### src/rtl/addsub_if.sv
// Operand issue / result retire bundle for the pipelined add/subtract unit.
// The master drives operations and flag writes; the slave returns ready, result and flags.
interface addsub_if #(
   parameter int WIDTH = 32
);
   logic             in_valid;
   logic             in_ready;
   logic [WIDTH-1:0] in1;
   logic [WIDTH-1:0] in2;
   logic [1:0]       op;
   logic             s;
   logic             flush;
   logic             flag_we;
   logic [3:0]       flag_in;
   logic [WIDTH-1:0] result;
   logic             out_valid;
   logic [3:0]       flag;

   modport master (
      output in_valid, in1, in2, op, s, flush, flag_we, flag_in,
      input  in_ready, result, out_valid, flag
   );

   modport slave (
      input  in_valid, in1, in2, op, s, flush, flag_we, flag_in,
      output in_ready, result, out_valid, flag
   );
endinterface

### src/rtl/addsub_pipe.sv
// Pipelined add/subtract: one CHUNK-bit carry slice per stage, NZCV flag register,
// ADC/SBC carry-in from the flags with an interlock against in-flight flag writers.
module addsub_pipe #(
   parameter int WIDTH = 32,
   parameter int CHUNK = 8
) (
   input logic       clk,
   input logic       rst_n,
   addsub_if.slave   bus
);
   localparam int STAGES = WIDTH / CHUNK;
   localparam int LAST   = STAGES - 1;

   logic [STAGES-1:0] vld_q, vld_d;
   logic [STAGES-1:0] s_q, s_d;
   logic [STAGES-1:0] cy_q, cy_d;
   logic [WIDTH-1:0]  a_q   [STAGES];
   logic [WIDTH-1:0]  a_d   [STAGES];
   logic [WIDTH-1:0]  b_q   [STAGES];
   logic [WIDTH-1:0]  b_d   [STAGES];
   logic [WIDTH-1:0]  sum_q [STAGES];
   logic [WIDTH-1:0]  sum_d [STAGES];
   logic [WIDTH-1:0]  result_q, result_d;
   logic              out_valid_q, out_valid_d;
   logic [3:0]        flag_q, flag_d;

   logic [WIDTH-1:0]  sum_nx [STAGES];
   logic [STAGES-1:0] cy_out;
   logic [CHUNK:0]    part;
   logic [WIDTH-1:0]  res;
   logic              accept;
   logic              retire;

   // ADC/SBC must not read the carry while any flag-setting op is still in flight.
   assign bus.in_ready  = ~bus.flush & ~(bus.op[0] & (|(vld_q & s_q)));
   assign bus.result    = result_q;
   assign bus.out_valid = out_valid_q;
   assign bus.flag      = flag_q;

   always_comb begin
      part   = '0;
      cy_out = '0;
      for (int i = 0; i < STAGES; i++) begin
         part      = {1'b0, a_q[i][i*CHUNK +: CHUNK]} + {1'b0, b_q[i][i*CHUNK +: CHUNK]}
                   + {{CHUNK{1'b0}}, cy_q[i]};
         sum_nx[i] = sum_q[i];
         sum_nx[i][i*CHUNK +: CHUNK] = part[CHUNK-1:0];
         cy_out[i] = part[CHUNK];
      end
   end

   always_comb begin
      accept = bus.in_valid & bus.in_ready;
      retire = vld_q[LAST] & ~bus.flush;

      // Stage 0 captures raw operands; B is pre-inverted for SUB/SBC.
      vld_d[0] = accept;
      s_d[0]   = bus.s;
      a_d[0]   = bus.in1;
      b_d[0]   = bus.op[1] ? ~bus.in2 : bus.in2;
      sum_d[0] = '0;
      cy_d[0]  = bus.op[0] ? flag_q[1] : bus.op[1];
      for (int i = 1; i < STAGES; i++) begin
         vld_d[i] = vld_q[i-1] & ~bus.flush;
         s_d[i]   = s_q[i-1];
         a_d[i]   = a_q[i-1];
         b_d[i]   = b_q[i-1];
         sum_d[i] = sum_nx[i-1];
         cy_d[i]  = cy_out[i-1];
      end

      res         = sum_nx[LAST];
      result_d    = result_q;
      out_valid_d = retire;
      flag_d      = flag_q;
      if (retire) begin
         result_d = res;
         if (s_q[LAST]) begin
            flag_d = {res[WIDTH-1], (res == '0), cy_out[LAST],
                      (a_q[LAST][WIDTH-1] == b_q[LAST][WIDTH-1]) &
                      (res[WIDTH-1] != a_q[LAST][WIDTH-1])};
         end
      end
      if (bus.flag_we) begin
         flag_d = bus.flag_in;
      end
   end

   always_ff @(posedge clk or negedge rst_n) begin
      if (!rst_n) begin
         vld_q       <= '0;
         s_q         <= '0;
         cy_q        <= '0;
         result_q    <= '0;
         out_valid_q <= 1'b0;
         flag_q      <= 4'b0000;
         for (int i = 0; i < STAGES; i++) begin
            a_q[i]   <= '0;
            b_q[i]   <= '0;
            sum_q[i] <= '0;
         end
      end else begin
         vld_q       <= vld_d;
         s_q         <= s_d;
         cy_q        <= cy_d;
         result_q    <= result_d;
         out_valid_q <= out_valid_d;
         flag_q      <= flag_d;
         for (int i = 0; i < STAGES; i++) begin
            a_q[i]   <= a_d[i];
            b_q[i]   <= b_d[i];
            sum_q[i] <= sum_d[i];
         end
      end
   end
endmodule

### src/flat_wrapper.sv
// flat-port wrapper written by rule: the top's interface ports become plain ports
module addsub_pipe_flat 
#(
   parameter int WIDTH = 32,
   parameter int CHUNK = 8
)
  (clk, rst_n, bus_in_valid, bus_in1, bus_in2, bus_op, bus_s, bus_flush, bus_flag_we, bus_flag_in, bus_in_ready, bus_result, bus_out_valid, bus_flag);
  addsub_if #(.WIDTH(WIDTH)) bus_i ();
  input logic clk;
  input logic rst_n;
  input wire logic [$bits(bus_i.in_valid)-1:0] bus_in_valid;
  input wire logic [$bits(bus_i.in1)-1:0] bus_in1;
  input wire logic [$bits(bus_i.in2)-1:0] bus_in2;
  input wire logic [$bits(bus_i.op)-1:0] bus_op;
  input wire logic [$bits(bus_i.s)-1:0] bus_s;
  input wire logic [$bits(bus_i.flush)-1:0] bus_flush;
  input wire logic [$bits(bus_i.flag_we)-1:0] bus_flag_we;
  input wire logic [$bits(bus_i.flag_in)-1:0] bus_flag_in;
  output wire logic [$bits(bus_i.in_ready)-1:0] bus_in_ready;
  output wire logic [$bits(bus_i.result)-1:0] bus_result;
  output wire logic [$bits(bus_i.out_valid)-1:0] bus_out_valid;
  output wire logic [$bits(bus_i.flag)-1:0] bus_flag;
  assign bus_i.in_valid = bus_in_valid;
  assign bus_i.in1 = bus_in1;
  assign bus_i.in2 = bus_in2;
  assign bus_i.op = bus_op;
  assign bus_i.s = bus_s;
  assign bus_i.flush = bus_flush;
  assign bus_i.flag_we = bus_flag_we;
  assign bus_i.flag_in = bus_flag_in;
  assign bus_in_ready = bus_i.in_ready;
  assign bus_result = bus_i.result;
  assign bus_out_valid = bus_i.out_valid;
  assign bus_flag = bus_i.flag;
  addsub_pipe #(.WIDTH(WIDTH), .CHUNK(CHUNK)) u_core (.clk(clk), .rst_n(rst_n), .bus(bus_i));
endmodule
### config.mk
export PLATFORM = sky130hd
export DESIGN_NAME = addsub_pipe_flat
export DESIGN_NICKNAME = d
export VERILOG_FILES = /design/src/rtl/addsub_if.sv /design/src/rtl/addsub_pipe.sv /design/src/flat_wrapper.sv
export SDC_FILE = /design/constraint.sdc
export NUM_CORES = 1
export LEC_CHECK = 0
export CELL_PAD_IN_SITES_DETAIL_PLACEMENT = 1
export CELL_PAD_IN_SITES_GLOBAL_PLACEMENT = 2
export CORE_MARGIN = 3
export CORE_UTILIZATION = 38
export DETAILED_ROUTE_END_ITERATION = 10
export PLACE_DENSITY_LB_ADDON = 0.2
export REMOVE_ABC_BUFFERS = 1
export SLEW_MARGIN = 0
export SYNTH_ARGS = -nofsm -noshare
export SYNTH_HDL_FRONTEND = slang
export SYNTH_SLANG_ARGS = --single-unit
### constraint.sdc
create_clock -name clk -period 2.7 [get_ports clk]
set_clock_uncertainty 0.05 [all_clocks]
set_input_delay 0.405 -clock clk [delete_from_list [all_inputs] [get_ports clk]]
set_output_delay 0.405 -clock clk [all_outputs]
set_load 0.05 [all_outputs]
==> results.md <==
- Buffer type at the clock tree root: sky130_fd_sc_hd__clkbuf_16
- N_diodes: 0
- Vias/cell: 4.54
- Primary FF master, synth: sky130_fd_sc_hd__dfrtp_1
- Number of slew-limit violations in the final report: 0
- Number of detailed-route iterations in the first pass: 4
- Worst setup path class: flip-flop to primary output
- Drc violations: 0
- Post-Syn Area per Cell: 14.5 um2
- Antenna violation net count after detailed routing: 0
- Maximum number of pins on one net before global-route repair: 86
- Setup violators final: 0
- Worst max-slew margin expressed relative to the limit: 61.1%
- Count of warnings emitted by yosys: 0
- Worst setup slack after layout: 0.423 ns
- FFs w/ async S/R, synth: 100%
- RSZ-0062 raised after global routing: no
- Share of the synthesized area in the top cell type: 74.9%
- Port Buf Inserts: 113
- Run status: completed
- CTS buffer count: 27
- Sum of routed wire length over all layers: 16.0 mm
- Leakage: 5.11 nW
- Time the final worst path needs with I/O delays and setup: 2.28 ns
- Slew at the pin closest to its max-slew limit: 0.582 ns
- First-pass GRT wire length: 26.8 mm
- Max Root-Sink Buffers: 3
- Gate Count Post-Synth: 594
- DP Area: 0.0101 mm2
- Number of antenna violations at the first check in global routing: 0
- Count of fill cells added during filler insertion: 2166
- Top-level port count: 114
- Biggest area contributors in the synthesized netlist: sky130_fd_sc_hd__dfrtp_1 (75%), sky130_fd_sc_hd__nand2_1 (4.5%), sky130_fd_sc_hd__ha_1 (4.1%), sky130_fd_sc_hd__xor2_1 (4.1%), sky130_fd_sc_hd__fa_1 (1.9%)
- Count of cell types in the netlist: 39
- Synthesized area: 0.00859 mm2
- Peak fanout along the critical path: 3
- Total number of clock tree sinks: 257
- Clock latency on the worst-skew pair: 0.54 ns
- Vias after detailed routing: 4685
- Total routing resource utilization after global routing: 13.7%
- Type of the tightest min-delay check: primary input to flip-flop
- Power density cells: 923 mW/mm2
- Number of global-route vias before repair: 5366
- Achievable Freq: 439 MHz
- Fraction of layout instances using a drive strength above 1: 8.63%
- Number of levels in the clock H-tree: 1
- Global placer's final weighted congestion: 0.769
- Num rows: 54
- Number of violations of the max-capacitance limit: 0
- Detailed-placement wirelength estimate: 11.0 mm
- CTS tree: yes
- Growth of design area from synthesis to finish: 29.2%
- Effective utilization at floorplan: 39.0%
- Launching element type of the critical path: flip-flop
- Kind of end point of the critical path: primary output
- Highest ir drop seen on vdd: 0.493 mV
- Congestion Overflow GR: 0
- Cell area after layout: 0.0111 mm2
- Crit share post-route: 84.3%
- Minimum setup slack after placement: 0.345 ns
- Top cell type by total area after synthesis: sky130_fd_sc_hd__dfrtp_1
- Number of storage elements in the synthesis netlist: 257
- Required time reported for the critical path endpoint: 2.25 ns
- Die Outline Area: 0.0244 mm2
- DRT iter0 DRCs: 155
- Critical Path AT: 1.82 ns
- Placeable Area: 0.0220 mm2
- Register clock-pin slew on the reported worst setup and hold paths: 0.06 ns
- Count of endpoints failing hold in the final timing report: 0
- Most repeated cell in the gate-level netlist after synthesis: sky130_fd_sc_hd__dfrtp_1
- Number of nets in the layout: 844
- Top cell types by occurrence after synthesis: sky130_fd_sc_hd__dfrtp_1 (257), sky130_fd_sc_hd__nand2_1 (103), sky130_fd_sc_hd__xor2_1 (40)
- Height of the die: 156 um
- Sequential element share of the synthesized area: 74.9%
- Routed wirelength normalized by instance count: 15.5 um
- Final TNS setup: 0 ns
- Number of enable-type register cells in the synthesized netlist: 0
- Die X-Extent: 156 um
==> per-layer routing <==
metal	GRT usage, %	part of all wire [%]	vias up
met5	0	0	-
met4	3.75	2.5	0
met3	2.77	4.2	31
met2	23.7	50	98
met1	17.6	43	2362
li1	-	-	2194
==> per-stage QoR <==
| step | utilization (%) | hold slack [ns] | power (W) | std cells |
|---|---|---|---|---|
| after global routing | 50.4 | 0.221 | 0.0108 | 1033 |
| after CTS | 50.4 | 0.222 | 0.0104 | 1033 |
| final | 50.4 | 0.246 | 0.0102 | 1033 |
| after detailed placement | 45.9 | 0.229 | 0.00643 | 982 |
| after floorplan | - | 0.0594 | 0.00566 | 582 |
| after global placement | 45.9 | 0.227 | 0.00638 | 982 |
==> critical path, stage by stage, from the launching register on <==
cell and delay (ns):
sky130_fd_sc_hd__dfrtp_1 0.40, sky130_fd_sc_hd__a22oi_1 0.19, sky130_fd_sc_hd__nand2_1 0.08, sky130_fd_sc_hd__a21oi_1 0.18
sky130_fd_sc_hd__dlymetal6s2s_1 0.45
==> state kept, by name, indices dropped and copies added, names as in the netlist <==
name                  flops
u_core.b_q                8
u_core.res               24
u_core.a_d               72
u_core.s_q                4
u_core.bus.result        32
u_core.vld_q              4
u_core.b_d               72
u_core.bus.flag           4
u_core.a_q                8
u_core.cy_q               4
u_core.bus.out_valid      1
u_core.sum_d             24
==> repair_timing <==
| action | 4_1_cts | 5_1_grt |
|---|---|---|
| buffers inserted | 0 | 0 |
| gates resized for setup | 0 | 1 |
| setup endpoints to repair | 0 | 1 |
| endpoints found under the hold margin | 53 | 0 |
| hold buffers | 1 | 0 |
==> cell usage in the layout, fill, tap and decap left out, drive strengths merged, types with 2 or more instances in the layout <==
cell,count
bufinv,5
a211o,2
mux2,2
xnor2,12
a211oi,2
nand2,103
a22oi,2
clkdlybuf4s50,110
o211ai,2
a21oi,19
fa,8
inv,27
a21boi,3
xor2,41
or3,3
clkinvlp,4
nor2,12
nor4,6
nor2b,10
clkbuf,33
o21ai,25
buf,9
o21bai,4
clkinv,7
or2,2
dfrtp,257
nand4,2
nor3,5
ha,28
==> path summary, 6_finish.rpt <==
check | start | endpoint | slack (ns) | depth (start not counted)
max | u_core.s_q[3] | bus_in_ready | 0.42 | 4
min | bus_in1[6] | u_core.a_d[70] | 0.25 | 1
max reg2reg | u_core.b_q[24] | u_core.bus.flag[2] | 0.44 | 8
min reg2reg | u_core.b_d[83] | u_core.b_d[51] | 0.29 | 0
max in group asynchronous | rst_n | u_core.a_d[61] | 1.52 | 3
min in group asynchronous | rst_n | u_core.b_d[54] | 0.26 | 2
==> where the power goes <==
part | total (W) | leakage (nW) | internal [W] | switching, W
clock network | 0.00392 | 0.467 | 0.00242 | 0.00151
registers | 0.00468 | 3.05 | 0.00441 | 0.000270
logic | 0.00165 | 1.59 | 0.000626 | 0.00102
==> cell families after synthesis <==
group                    after synthesis  synth area share [%]
flip-flops                           257                  74.9
AND/OR/NAND/NOR                      147                  7.33
AO/OA/AOI/OAI                         61                  4.33
XOR/XNOR                              53                  5.49
buffers and inverters                 38                  1.75
adder cells (fa/ha/maj)               36                  5.94
multiplexers                           2                 0.262
==> layout make-up <==
class	count	area (um2)	area share, %
flip-flops and latches	257	6430	58.0
well taps	280	350	3.16
clock inverters	17	246	2.22
repair buffers	121	1230	11.1
inverters	26	97.6	0.880
multi-input cells	299	2010	18.1
clock buffers	33	728	6.56
Note: power is estimated with default switching activity, not from simulation.
